<file path="src/rtl/clk_period_meter.sv">
// clk_period_meter
//   Measures an asynchronous divided clock/strobe in clock_in cycles and
//   reports the period (rising edge to rising edge) and the high time within
//   that period. Used to check divider outputs against the programmed divisor.
//
// Ports
//   clock_in    in   1      system clock, all logic on posedge
//   rst_n       in   1      synchronous active-low reset
//   sig_in      in   1      asynchronous signal under measurement
//   period_out  out  CNT_W  last measured period in cycles
//   high_out    out  CNT_W  high cycles within that period
//   meas_valid  out  1      one-cycle pulse when period_out/high_out update
//   locked      out  1      two consecutive equal raw periods seen
//   timeout     out  1      sticky; set after TIMEOUT cycles without a rise,
//                           cleared by the next valid measurement
//
// Optional feature
//   CLK_PERIOD_METER_AVG_EN : period_out reports the mean of the last four
//   measured periods; meas_valid is held off until four measurements exist.

module clk_period_meter #(
    parameter int unsigned CNT_W       = 28,
    parameter int unsigned SYNC_STAGES = 2,
    parameter int unsigned TIMEOUT     = 100_000_000
) (
    input  logic             clock_in,
    input  logic             rst_n,
    input  logic             sig_in,
    output logic [CNT_W-1:0] period_out,
    output logic [CNT_W-1:0] high_out,
    output logic             meas_valid,
    output logic             locked,
    output logic             timeout
);

    localparam logic [0:0] S_WAIT = 1'b0;
    localparam logic [0:0] S_RUN  = 1'b1;

    localparam logic [CNT_W-1:0] TO_CNT = CNT_W'(TIMEOUT);
    localparam logic [CNT_W-1:0] ONE    = CNT_W'(1);

    logic [0:0]             state;
    logic [SYNC_STAGES-1:0] sync;
    logic                   sig_s;
    logic                   sig_d;
    logic                   rise;
    logic [CNT_W-1:0]       cnt;
    logic [CNT_W-1:0]       hcnt;
    logic [CNT_W-1:0]       cnt_inc;
    logic [CNT_W-1:0]       hcnt_inc;
    logic [CNT_W-1:0]       prev;

`ifdef CLK_PERIOD_METER_AVG_EN
    logic [CNT_W-1:0] hist [4];
    logic [1:0]       n_meas;   // measurements since S_WAIT, saturating at 3
    logic [CNT_W+1:0] sum;

    // Sum of the period being completed now plus the three most recent ones.
    always_comb begin
        sum = {2'b00, cnt} + {2'b00, hist[0]} + {2'b00, hist[1]} + {2'b00, hist[2]};
    end
`endif

    assign sig_s = sync[SYNC_STAGES-1];
    assign rise  = sig_s & ~sig_d;

    // Saturating increments; hcnt only advances while the synced input is high.
    always_comb begin
        cnt_inc  = (cnt == '1) ? cnt : cnt + ONE;
        hcnt_inc = (sig_s && (hcnt != '1)) ? hcnt + ONE : hcnt;
    end

    always_ff @(posedge clock_in) begin
        if (!rst_n) begin
            state      <= S_WAIT;
            sync       <= '0;
            sig_d      <= 1'b0;
            cnt        <= '0;
            hcnt       <= '0;
            prev       <= '0;
            period_out <= '0;
            high_out   <= '0;
            meas_valid <= 1'b0;
            locked     <= 1'b0;
            timeout    <= 1'b0;
`ifdef CLK_PERIOD_METER_AVG_EN
            for (int unsigned i = 0; i < 4; i++) hist[i] <= '0;
            n_meas <= '0;
`endif
        end else begin
            sync       <= {sync[SYNC_STAGES-2:0], sig_in};
            sig_d      <= sig_s;
            meas_valid <= 1'b0;

            case (state)
                S_WAIT: begin
                    cnt  <= '0;
                    hcnt <= '0;
                    if (rise) begin
                        cnt   <= ONE;
                        hcnt  <= ONE;
                        state <= S_RUN;
                    end
                end

                S_RUN: begin
                    if (rise) begin
                        // cnt/hcnt hold the completed period here; the rise
                        // cycle itself opens the next period.
                        cnt      <= ONE;
                        hcnt     <= ONE;
                        high_out <= hcnt;
                        locked   <= (cnt == prev);
                        prev     <= cnt;
`ifdef CLK_PERIOD_METER_AVG_EN
                        hist[0] <= cnt;
                        hist[1] <= hist[0];
                        hist[2] <= hist[1];
                        hist[3] <= hist[2];
                        if (n_meas != 2'd3) begin
                            n_meas <= n_meas + 2'd1;
                        end else begin
                            period_out <= sum[CNT_W+1:2];
                            meas_valid <= 1'b1;
                            timeout    <= 1'b0;
                        end
`else
                        period_out <= cnt;
                        meas_valid <= 1'b1;
                        timeout    <= 1'b0;
`endif
                    end else if (cnt == TO_CNT) begin
                        timeout <= 1'b1;
                        locked  <= 1'b0;
                        prev    <= '0;
                        cnt     <= '0;
                        hcnt    <= '0;
                        state   <= S_WAIT;
`ifdef CLK_PERIOD_METER_AVG_EN
                        for (int unsigned i = 0; i < 4; i++) hist[i] <= '0;
                        n_meas <= '0;
`endif
                    end else begin
                        cnt  <= cnt_inc;
                        hcnt <= hcnt_inc;
                    end
                end

                default: state <= S_WAIT;
            endcase
        end
    end

endmodule

</file>
<file path="config.mk">
export PLATFORM = sky130hd
export DESIGN_NAME = clk_period_meter
export DESIGN_NICKNAME = d
export VERILOG_FILES = /design/src/rtl/clk_period_meter.sv
export SDC_FILE = /design/constraint.sdc
export NUM_CORES = 1
export LEC_CHECK = 0
export CAP_MARGIN = 20
export CORE_MARGIN = 1
export CORE_UTILIZATION = 63
export CTS_CLUSTER_SIZE = 14
export DETAILED_ROUTE_END_ITERATION = 6
export DONT_BUFFER_PORTS = 1
export PLACE_DENSITY = 0.84
export SLEW_MARGIN = 40
export SYNTH_ARGS = -nofsm -noshare
export SYNTH_HDL_FRONTEND = slang
export SYNTH_SLANG_ARGS = --single-unit
</file>
<file path="constraint.sdc">
create_clock -name clock_in -period 2.3 [get_ports clock_in]
set_clock_uncertainty 0.2 [all_clocks]
set_input_delay 0.345 -clock clock_in [delete_from_list [all_inputs] [get_ports clock_in]]
set_output_delay 0.345 -clock clock_in [all_outputs]
set_load 0.005 [all_outputs]
</file>
# After elaboration in Yosys (flattened, before gate mapping)

Cells that the tools add are included.
Widths: inputs -> output; s select.

Register bits after elaboration: 147
Input port bits: 3
Output and inout port bits: 59
Word-level logic and storage cells: 46

Add/subtract/negate cells: 2
Equal/unequal tests: 6
Muxes and demuxes: 19
Bitwise logic cells: 3
Reductions and logical operators: 5

Operator list:

| operator              | number |
|---|---|
| $mux 28               | 8 |
| $pmux 28 s2           | 2 |
| $add 28x1->28 const B | 2 |
| $eq 28x27->1 const B  | 1 |
| $eq 28x28->1          | 1 |
| $eq 28x28->1 const B  | 1 |
| $ne 28x28->1 const B  | 1 |
| $mux 1                | 8 |
| $reduce_and 2->1      | 3 |
| $ne 4x1->1 const B    | 1 |
| $ne 4x3->1 const B    | 1 |
| $not 1->1             | 2 |
| $pmux 1 s2            | 1 |
| $reduce_bool 2->1     | 1 |
| $and 1x1->1           | 1 |
| $logic_and 1x1->1     | 1 |

# Depth between registers and ports, before layout

Depth in word-level cells: 6
Mapped depth: 9
Mapped depth without buffers: 7

# Worst setup path before layout

Ideal clock, no wire load.

Path kind: reg2reg
Start point: reg cnt[1]
End point: reg cnt[21]
Data arrival time: 1.835 ns
Slack: 0.205 ns
Cell stages (with the launch flop): 10
Path buffers: 2
Period minus slack after synthesis: 2.095 ns
Path through: dfxtp_1 -> clkbuf_1 -> inv_1 -> ha_1 -> nor4b_1 -> and4_1 -> a21boi_2 -> buf_2 -> a2111o_1 -> nand2_1

Cells in the longest elaborated chain, start to end: 5

RTL lines:

| item                     | line | text |
|---|---|---|
| start: declaration       | 47   | `logic [CNT_W-1:0] cnt;` |
| start signal: assignment | 144  | `cnt <= cnt_inc;` |
| $add 28x1->28            | 69   | `cnt_inc = (cnt == '1) ? cnt : cnt + ONE;` |
| $mux 28                  | 69   |  |
| $mux 28                  | 132  | `end else if (cnt == TO_CNT) begin` |
| $mux 28                  | 107  | `if (rise) begin` |
| $pmux 28 s2              | 95   | `case (state)` |

Parallel ways exist; a longest one is shown, timed or not. The select of a mux whose other input is x is not followed.
A chain may end at the register's enable or synchronous reset.

# Final worst setup path

Start point: reg cnt[4]
End point: reg cnt[25]

The elaborated chain is that of the path after synthesis.

==> results_dict.tcl <==
set metrics [dict create \
    synth_top_cell_by_area "dfxtp_1" \
    drtIter0Drc 455 \
    dr.pass1.iters 5 \
    drtAntennaViolNets 0 \
    cp.arrival_ns 2.43 \
    cts.sinks 147 \
    fmax_ghz 0.453 \
    yosysSeqAreaShare_pct 45.3 \
    initial_core_util_pct 65.8 \
    track_usage_pct 31.8 \
    synth_compound_area_share_pct 17.0 \
    synth_xor_xnor_area_share_pct 6.48 \
    antenna_found_initial 0 \
    hold_end "high_out[7]$_SDFFE_PN0P_" \
    period_needed_ns 2.21 \
    grt_max_degree 38 \
    yosysUniqueCellTypes 60 \
    final_net_count 792 \
    yosys_warnings 0 \
    critPathLaunchType "flop" \
    drcViolationCount 0 \
    cts_root_buf "clkbuf_8" \
    die_w_um 104 \
    hold_viol 0 \
    worst_slew_pin_slew_ns 0.503 \
    synth_area_um2 6490 \
    clock_path_buffers 2 \
    async_flop_share_pct 0 \
    die_h_um 104 \
    rrSetupSlack_ns 0.09 \
    grt_first_pass_wirelength_um 27200 \
    yosys_most_used_dff "dfxtp_1" \
    synthSimpleGateAreaFrac_pct 24.7 \
    fin_tns_setup_ns 0 \
    synth_cells 757 \
    syn_to_final_growth_pct 17.3 \
    synthAdderAreaFrac_pct 0.578 \
    max_slew_margin_pct 66.2 \
    rr_worst_depth 7 \
    dpl.hpwl_um 11300 \
    fin_area_um2 7610 \
    gr-total-overflow 0 \
    ir_drop_v 0.000441 \
    clkSlewWorstSetupHoldPaths_ns 0.06 \
    synth_top_family_by_area "simple AND/OR/NAND/NOR gates" \
    place_congestion 0.909 \
    vias 5897 \
    detail_route.vias_per_cell 6.34 \
    placed_area_um2 6920 \
    htree_levels 4 \
    core_area_um2 9860 \
    cpMaxStageDelayCell "nor4b_2" \
    diodes 0 \
    die-area_um2 10700 \
    wirelength_um 17200 \
    hold_path_depth 3 \
    slew_violations 0 \
    synth_fp_nets 763 \
    rr_startpoint "cnt[4]$_SDFFE_PN0P_" \
    ys_top_cells_by_count "147 x dfxtp_1, 142 x nand2_1, 79 x a21oi_1, 38 x xnor2_1, 36 x clkbuf_1" \
    hp-class "primary input to flop" \
    cts-buffers-inserted 17 \
    io_pins 62 \
    synth-edff-count 0 \
    layout-drive-gt1-share_pct 16.8 \
    cap_violations 0 \
    wire_per_inst_um 18.5 \
    post-synth-top-area-fraction_pct 45.3 \
    cts_tree "built" \
    timing.rr.end "cnt[25]$_SDFFE_PN0P_" \
    postSynthAreaPerCell_um2 8.57 \
    path_class "flop to flop" \
    max_stage_delay_ns 0.44 \
    cp-end-kind "flop" \
    yosysMostFrequentCell "dfxtp_1" \
    timing.critical_path.required_ns 2.52 \
    hold_start "rst_n" \
    setup_violations 0 \
    muxShareOfSynthArea_pct 0.925 \
    leakagePower_nw 2.58 \
    power_density_nw_per_um2 711 \
    worstSkewPairLatency_ns 0.53 \
    crit_fanout 17 \
    min_period_over_period_pct 95.9 \
    crit_chain "nor4b_2, nand4_1, o211ai_1, buf_4, buf_6, a21o_1, o21ai_1" \
    io_buffer_count 0 \
    synth.area.top_cells "dfxtp_1 45%, nand2_1 8.2%, a21oi_1 6.1%" \
    rows 36 \
    grt_pass1_vias 5597 \
    run_status "completed" \
    power_mw 5.41 \
    fillers 683 \
    ys_seq_elements 147 \
    post-route-util_pct 77.2 \
]
## metal layers
metal | routed length, µm | global-route usage [%] | share of wire [%]
met3 | 1080 | 6.42 | 6.3
met1 | 6670 | 36.3 | 39
met5 | 0 | 0 | 0
met4 | 682 | 16.4 | 4.0
met2 | 8730 | 56.3 | 51
## metrics by stage
| step | setup WS, ns | hold WS (ns) | instances |
|---|---|---|---|
| after CTS | -0.0108 | 0.0230 | 923 |
| after detailed placement | 0.0185 | 0.237 | 891 |
| after floorplan | 0.205 | 0.212 | 757 |
| final | 0.0932 | 0.0274 | 930 |
| after global routing | -0.0339 | 0.0386 | 930 |
| after global placement | 0.135 | 0.224 | 891 |
## flip-flops by register name (all words and copies together), names as in the netlist
register / cells
timeout: 1
state: 1
period_out: 28
hcnt: 28
high_out: 28
sig_d: 1
sync: 2
meas_valid: 1
locked: 1
prev: 28
cnt: 28
## final cells by class
cell class	instances	area, µm²	area share (%)
Clock buffer	23	497	6.53
Sequential cell	147	2950	38.7
Tap cell	133	166	2.19
Timing Repair Buffer	73	608	7.99
Inverter	13	48.8	0.641
Clock inverter	7	96.3	1.27
Multi-Input combinational cell	534	3250	42.7
## cells by family (layout without fill, tap and decap cells)
family	count (synthesis)	after routing
AND/OR/NAND/NOR	310	310
AO/OA/AOI/OAI	167	167
flip-flops	147	147
buffers and inverters	76	116
XOR/XNOR	48	48
multiplexers	6	6
adder cells (fa/ha/maj)	3	3
## power breakdown
group	switching (mW)	internal, mW
Clock	1.03	1.71
Sequential	0.00752	2.55
Combinational	0.0806	0.0389
## layout by cell type (no fill, tap or decap), types with 4 or more instances in the layout
master	instances
and3_1	6
o2111ai_1	6
nor2_1	33
mux2i_1	6
buf_4	64
nand4_1	30
a21oi_1	79
xor2_1	10
nand2_1	141
buf_12	4
a22o_1	28
or3_1	20
clkbuf_16	16
nand3_1	20
nor3_1	8
o21ai_1	9
or4_1	4
inv_1	11
and4_1	7
o31ai_1	5
a31oi_1	6
nand2b_1	6
nor4_2	8
a2111o_1	6
dfxtp_1	144
o21ai_0	7
xnor2_1	38
clkbuf_8	7
## repair_timing
item | in CTS | in global routing
gates resized for setup | 0 | 9
hold endpoints to repair | 6 | 0
hold buffers | 2 | 0
setup buffers | 0 | 6
endpoints found under the setup margin | 1 | 83
pin swaps | 0 | 2
cloned | 0 | 1
## how the worst max path moves through the flow
| stage | from | endpoint | cells past startpoint |
|---|---|---|---|
| after floorplan | cnt[1]$_SDFFE_PN0P_ | cnt[21]$_SDFFE_PN0P_ | 9 |
| after global placement | hcnt[13]$_SDFFE_PN0P_ | hcnt[25]$_SDFFE_PN0P_ | 5 |
| after detailed placement | cnt[0]$_SDFFE_PN0P_ | hcnt[11]$_SDFFE_PN0P_ | 8 |
| after CTS | cnt[0]$_SDFFE_PN0P_ | hcnt[11]$_SDFFE_PN0P_ | 8 |
| after global routing | cnt[0]$_SDFFE_PN0P_ | cnt[25]$_SDFFE_PN0P_ | 9 |
| final | cnt[4]$_SDFFE_PN0P_ | cnt[25]$_SDFFE_PN0P_ | 7 |
## worst max-delay path: cells and delay by family (launching register included)
| family | cells | cell delay [ns] |
|---|---|---|
| AO/OA/AOI/OAI | 3 | 0.46 |
| flip-flops | 1 | 0.40 |
| buffers and inverters | 2 | 0.36 |
| AND/OR/NAND/NOR | 2 | 0.67 |
Note: power is estimated with default switching activity, not from simulation.
